[src/rtl/pipe_hazard_ctrl_pkg.sv]
// Shared definitions for the pipeline stall/flush sequencer: FSM state
// encodings, counter widths and the bundled control-output type.
package pipe_hazard_ctrl_pkg;

  // Pipeline-control FSM encodings (also exported on state_o for debug)
  typedef enum logic [1:0] {
    PHC_RUN      = 2'd0,
    PHC_LU_STALL = 2'd1,
    PHC_MEM_WAIT = 2'd2
  } phc_state_t;

  // Wait counter must hold MEM_TIMEOUT values up to 255
  localparam int WAIT_W = 8;

  // Hold-enable / flush controls driven into the passive pipeline registers
  typedef struct packed {
    logic pc_en;
    logic ifid_en;
    logic ifid_flush;
    logic idex_en;
    logic idex_flush;
    logic exmem_en;
    logic exmem_flush;
    logic memwb_flush;
  } phc_ctl_t;

  localparam phc_ctl_t CTL_IDLE   = '{pc_en: 1'b1, ifid_en: 1'b1, ifid_flush: 1'b0,
                                      idex_en: 1'b1, idex_flush: 1'b0, exmem_en: 1'b1,
                                      exmem_flush: 1'b0, memwb_flush: 1'b0};
  localparam phc_ctl_t CTL_RESET  = '{pc_en: 1'b0, ifid_en: 1'b0, ifid_flush: 1'b1,
                                      idex_en: 1'b0, idex_flush: 1'b1, exmem_en: 1'b0,
                                      exmem_flush: 1'b1, memwb_flush: 1'b1};
  localparam phc_ctl_t CTL_FREEZE = '{pc_en: 1'b0, ifid_en: 1'b0, ifid_flush: 1'b0,
                                      idex_en: 1'b0, idex_flush: 1'b0, exmem_en: 1'b0,
                                      exmem_flush: 1'b0, memwb_flush: 1'b1};
  localparam phc_ctl_t CTL_FLUSH  = '{pc_en: 1'b1, ifid_en: 1'b1, ifid_flush: 1'b1,
                                      idex_en: 1'b1, idex_flush: 1'b1, exmem_en: 1'b1,
                                      exmem_flush: 1'b1, memwb_flush: 1'b0};
  localparam phc_ctl_t CTL_STALL  = '{pc_en: 1'b0, ifid_en: 1'b0, ifid_flush: 1'b0,
                                      idex_en: 1'b1, idex_flush: 1'b1, exmem_en: 1'b1,
                                      exmem_flush: 1'b0, memwb_flush: 1'b0};

endpackage

[src/rtl/pipe_hazard_ctrl_hazard_detect.sv]
// phc_hazard_detect: purely combinational load-use hazard detector.
// Flags an ID instruction that reads the register being loaded by ID/EX.
module phc_hazard_detect (
  input  logic [4:0] id_rs,
  input  logic [4:0] id_rt,
  input  logic       id_use_rs,
  input  logic       id_use_rt,
  input  logic       ex_memread,
  input  logic [4:0] ex_rd,
  output logic       lu_hit
);

  logic rs_hit;
  logic rt_hit;

  // $zero is never a real dependency, so a load into r0 is ignored
  assign rs_hit = id_use_rs & (id_rs == ex_rd);
  assign rt_hit = id_use_rt & (id_rt == ex_rd);
  assign lu_hit = ex_memread & (ex_rd != 5'd0) & (rs_hit | rt_hit);

endmodule

[src/rtl/pipe_hazard_ctrl.sv]
// pipe_hazard_ctrl: central stall/flush sequencer for the 5-stage pipeline.
// Priority in every state: memory wait > branch redirect > load-use stall.
// Optional macro PIPE_PERF_CNT_EN adds saturating performance counters.
module pipe_hazard_ctrl
  import pipe_hazard_ctrl_pkg::*;
#(
  parameter int LOAD_USE_STALL = 1,
  parameter int MEM_TIMEOUT    = 255
`ifdef PIPE_PERF_CNT_EN
  , parameter int CNT_W        = 16
`endif
) (
  input  logic       clk,
  input  logic       rst,
  input  logic [4:0] id_rs,
  input  logic [4:0] id_rt,
  input  logic       id_use_rs,
  input  logic       id_use_rt,
  input  logic       ex_memread,
  input  logic [4:0] ex_rd,
  input  logic       mem_req,
  input  logic       mem_ack,
  input  logic       br_taken,
  output logic       pc_en,
  output logic       ifid_en,
  output logic       ifid_flush,
  output logic       idex_en,
  output logic       idex_flush,
  output logic       exmem_en,
  output logic       exmem_flush,
  output logic       memwb_flush,
  output logic       mem_err,
  output logic [1:0] state_o
`ifdef PIPE_PERF_CNT_EN
  , output logic [CNT_W-1:0] lu_stall_cnt
  , output logic [CNT_W-1:0] mem_wait_cnt
  , output logic [CNT_W-1:0] flush_cnt
`endif
);

  phc_state_t        state, state_n;
  logic [1:0]        lu_cnt, lu_cnt_n;
  logic [WAIT_W-1:0] wait_cnt, wait_cnt_n;
  phc_ctl_t          ctl;
  logic              lu_hit;
  logic              mw;
  logic              timeout;
  logic              freeze;
  logic              redirect;
  logic              lu_stall;

  phc_hazard_detect u_hazard_detect (
    .id_rs      (id_rs),
    .id_rt      (id_rt),
    .id_use_rs  (id_use_rs),
    .id_use_rt  (id_use_rt),
    .ex_memread (ex_memread),
    .ex_rd      (ex_rd),
    .lu_hit     (lu_hit)
  );

  // Prioritised hazard decode shared by the next-state and output logic.
  // A timed-out access is treated like an ack, so branch/load-use rules
  // still apply in the abort cycle.
  assign mw       = mem_req & ~mem_ack;
  assign timeout  = mw & (wait_cnt == WAIT_W'(MEM_TIMEOUT));
  assign freeze   = mw & ~timeout;
  assign redirect = ~freeze & br_taken;
  assign lu_stall = ~freeze & ~br_taken & ((state == PHC_LU_STALL) | lu_hit);

  // State register, stall/wait counters and sticky timeout flag
  always_ff @(posedge clk or posedge rst) begin
    if (rst) begin
      state    <= PHC_RUN;
      lu_cnt   <= 2'd0;
      wait_cnt <= '0;
      mem_err  <= 1'b0;
    end else begin
      // NOTE: non-blocking assignments keep every register sampling pre-edge values.
      state    <= state_n;
      lu_cnt   <= lu_cnt_n;
      wait_cnt <= wait_cnt_n;
      mem_err  <= mem_err | timeout;
    end
  end

  // Next-state and counter update
  always_comb begin
    // NOTE: defaults first so no path leaves a variable unassigned (no latches).
    state_n    = PHC_RUN;
    lu_cnt_n   = lu_cnt;
    wait_cnt_n = '0;
    if (freeze) begin
      // Memory not ready: hold everything, lu_cnt frozen
      state_n    = PHC_MEM_WAIT;
      wait_cnt_n = wait_cnt + 1'b1;
    end else if (timeout) begin
      lu_cnt_n = 2'd0;
    end else if (br_taken) begin
      // Redirect kills any load-use stall in progress
      lu_cnt_n = 2'd0;
    end else if (state == PHC_LU_STALL) begin
      if (lu_cnt > 2'd1) begin
        lu_cnt_n = lu_cnt - 2'd1;
        state_n  = PHC_LU_STALL;
      end else begin
        lu_cnt_n = 2'd0;
      end
    end else if (lu_hit) begin
      if (LOAD_USE_STALL > 1) begin
        lu_cnt_n = 2'(LOAD_USE_STALL - 1);
        state_n  = PHC_LU_STALL;
      end
    end else if (lu_cnt != 2'd0) begin
      // Memory wait interrupted a load-use stall: resume it
      state_n = PHC_LU_STALL;
    end
  end

  // Control outputs; reset forces every stage to bubble
  always_comb begin
    ctl = CTL_IDLE;
    if (rst) begin
      ctl = CTL_RESET;
    end else if (freeze) begin
      ctl = CTL_FREEZE;
    end else begin
      if (redirect) begin
        ctl = CTL_FLUSH;
      end else if (lu_stall) begin
        ctl = CTL_STALL;
      end
      if (timeout) begin
        // Abort: drop the stuck access and keep it from writing back
        ctl.exmem_flush = 1'b1;
        ctl.memwb_flush = 1'b1;
      end
    end
  end

  assign pc_en       = ctl.pc_en;
  assign ifid_en     = ctl.ifid_en;
  assign ifid_flush  = ctl.ifid_flush;
  assign idex_en     = ctl.idex_en;
  assign idex_flush  = ctl.idex_flush;
  assign exmem_en    = ctl.exmem_en;
  assign exmem_flush = ctl.exmem_flush;
  assign memwb_flush = ctl.memwb_flush;
  assign state_o     = state;

`ifdef PIPE_PERF_CNT_EN
  // Saturating performance counters
  always_ff @(posedge clk or posedge rst) begin
    if (rst) begin
      lu_stall_cnt <= '0;
      mem_wait_cnt <= '0;
      flush_cnt    <= '0;
    end else begin
      if (lu_stall && (lu_stall_cnt != '1)) lu_stall_cnt <= lu_stall_cnt + 1'b1;
      if ((state == PHC_MEM_WAIT) && (mem_wait_cnt != '1)) mem_wait_cnt <= mem_wait_cnt + 1'b1;
      if (redirect && (flush_cnt != '1)) flush_cnt <= flush_cnt + 1'b1;
    end
  end
`endif

endmodule

[config.mk]
export PLATFORM = sky130hd
export DESIGN_NAME = pipe_hazard_ctrl
export DESIGN_NICKNAME = d
export VERILOG_FILES = /design/src/rtl/pipe_hazard_ctrl_pkg.sv /design/src/rtl/pipe_hazard_ctrl_hazard_detect.sv /design/src/rtl/pipe_hazard_ctrl.sv
export SDC_FILE = /design/constraint.sdc
export NUM_CORES = 1
export LEC_CHECK = 0
export CORE_MARGIN = 1.5
export CORE_UTILIZATION = 45
export CTS_CLUSTER_SIZE = 40
export DETAILED_ROUTE_END_ITERATION = 10
export GPL_TIMING_DRIVEN = 0
export PLACE_DENSITY = 0.95
export SETUP_SLACK_MARGIN = 0.5
export SYNTH_ARGS = -nofsm -noshare
export SYNTH_HDL_FRONTEND = slang
export SYNTH_SLANG_ARGS = --single-unit
[constraint.sdc]
create_clock -name clk -period 3.09 [get_ports clk]
set_input_delay 0.618 -clock clk [delete_from_list [all_inputs] [get_ports clk]]
set_output_delay 0.618 -clock clk [all_outputs]
set_load 0.02 [all_outputs]
==> flow_summary.ini <==
[drt]
met1_length_microns = 955
ant_nets = 0
top_layer = met4
drt_pass1_iterations = 4
route.vias.total = 857
route.met2.wl_mm = 1.29
wire_per_inst_microns = 15.6
wl_met3_microns = 112
drt-total-wl_mm = 2.50
viasPerCell = 5.36
drc_errors = 0
dr.first_iter.drc_count = 30

[yosys]
synth_top_area_cell = dfrtp_1
synth_nets = 113
synth_edf_count = 0
ys_ff_latch = 13
ys_top_cells_by_area = dfrtp_1 (40%), xnor2_1 (14%), nand2_1 (4.6%)
ys.flop_type = dfrtp_1
synth_top_area_share_pct = 39.9
ys_types = 34
synth.avg_cell_area_sq_um = 9.17
ys_async_sr_fraction_pct = 100
synth_common_cells = dfrtp_1 (13), xnor2_1 (13), nand2_1 (10), nor2_1 (10)
synth-warning-count = 0
seq_area_frac_synth_pct = 39.9
syn_inst = 89
syn_area_sq_um = 816

[timing]
worst_slack_ns = 0.524
post-route-min-period_ns = 2.57
setup_viol = 0
slew_violations = 0
finalHoldViolCount = 0
fin_skew_ns = 0.00879
max_freq_ghz = 0.390
worstMarginPinSlew_ns = 0.340
fin_crit_sh_pct = 83.0
slew_headroom_pct = 77.3
rsz0062_at_grt = true

[global_route]
grt_max_degree = 11
grt_pass1_vias = 778
grt_overflow = 0
antenna_found_initial = 0
grt_pass1_wl_mm = 3.44
grt_use_total_pct = 23.4

[place]
placed_cells = 146
portBuffers = 32
placed_area_sq_mm = 0.00117
gp_congestion = 0.766
dp_slack_ns = -0.322
hpwl_mm = 1.60

[cts]
cts_buffers = 3
cts.path.max_buffers = 2
clk_latency_ns = 0.28
cts_hold_buf = 0
path_clk_slew_ns = 0.08
cts_max_level = 1
cts_num_sinks = 13
tritoncts = yes
root_buffer = clkbuf_4

[job]
drv_cap = 0

[final_layout]
fillers = 105
design_area_sq_mm = 0.00134
nets = 160
area_delta_synth_final_pct = 63.8
seq_area_sq_um = 327
fin_util_pct = 78.2
n_antenna_cell = 0
multi_input_area_sq_um = 532
final_cells = 160
drive_above_1_share_pct = 30.4

[floorplan]
dieWidth_microns = 45.6
die_area_sq_mm = 0.00208
core_sq_mm = 0.00171
rows = 15
ios = 34
die_h_microns = 45.6
start_util_pct = 47.8

[worst_setup_path]
crit_required_ns = 2.47
end_kind = output port
cpMaxStageDelayCell = or4_4
cp_cell_sequence = clkdlybuf4s15_1, or4_4, o21ai_4, nor2_1, a21oi_2, buf_4, buf_6
critical_path_arrival_ns = 1.95
cpPeakStageDelay_ns = 0.45
crit_path_max_fanout = 3
critical_path_class = primary input to output port
cp-start-kind = primary input

[power_and_ir_drop]
power_uw = 392
p_per_area_mw_per_mm2 = 293
ir_drop_v = 0.000232
leakage_nw = 0.621

[min_path]
hp-class = flip-flop to flip-flop

[run_status]
status = completed
-- worst max-delay path, delay by kind of cell --
kind	cells	cell delay (ns)
and+or+nand+nor	2	0.53
AOI/OAI and AO/OA	2	0.34
buffers and inverters	3	0.46
-- metrics by stage --
stage               hold slack [ns]  TNS [ns]
floorplan                     0.452         0
global placement              0.453    -0.604
detailed placement            0.465    -0.688
CTS                           0.482         0
global route                  0.494         0
finish                        0.482         0
-- layout make-up --
class | count | area share (%)
inverter | 3 | 1.12
clock buffer | 4 | 1.97
buffer | 4 | 2.25
sequential | 13 | 24.4
tap | 25 | 2.34
timing repair buffer | 42 | 28.1
multi-input combinational | 69 | 39.8
-- report_power, final --
part           switching (mW)  internal [mW]
Sequential            0.00218          0.173
Combinational          0.0525         0.0597
Clock                  0.0547         0.0502
-- worst paths after layout --
check,startpoint,end,slack (ns),cells after the start
worst min-delay path,mem_err$_DFF_PP0_,mem_err$_DFF_PP0_,0.48,1
worst max register to register,wait_cnt[0]$_DFF_PP0_,lu_cnt[0]$_DFFE_PP0P_,1.45,8
worst max-delay path,ex_rd[1],pc_en,0.52,7
max in group asynchronous,rst,wait_cnt[2]$_DFF_PP0_,2.27,3
worst min register to register,mem_err$_DFF_PP0_,mem_err$_DFF_PP0_,0.48,1
min in group asynchronous,rst,mem_err$_DFF_PP0_,0.62,3
-- state kept, by name, indices dropped and copies added, names as in the netlist --
name,flops
wait_cnt,8
lu_cnt,2
state_o,2
mem_err,1
-- repair_timing --
item	4_1_cts	5_1_grt
gates resized for setup	44	18
buffers inserted	6	4
pin swaps	6	11
endpoints found under the setup margin	8	7
hold endpoints to repair	0	0
-- layout by cell type, fill, tap and decap left out, types with 3 or more instances in the layout --
master,Yosys,layout
buf_2,0,5
nor3_1,3,3
dlymetal6s2s_1,0,7
dlygate4sd2_1,0,3
dfrtp_1,13,12
nand2_1,10,9
clkbuf_4,0,3
clkdlybuf4s50_1,0,12
xnor2_1,13,13
nor2_1,10,9
buf_4,3,12
-- metal layers --
metal | up-vias | GRT usage [%]
met5 | - | 0
met4 | 0 | 7.06
met3 | 12 | 6.35
met2 | 30 | 40.0
met1 | 413 | 28.2
li1 | 402 | -
-- cells by family after synthesis --
family / synth area share, %
compound gates: 14.9
xor+xnor: 16.1
fa+ha+maj: 1.53
buf+inv: 4.60
flops: 39.9
simple gates: 23.0
(Power assumes the default switching activity.)
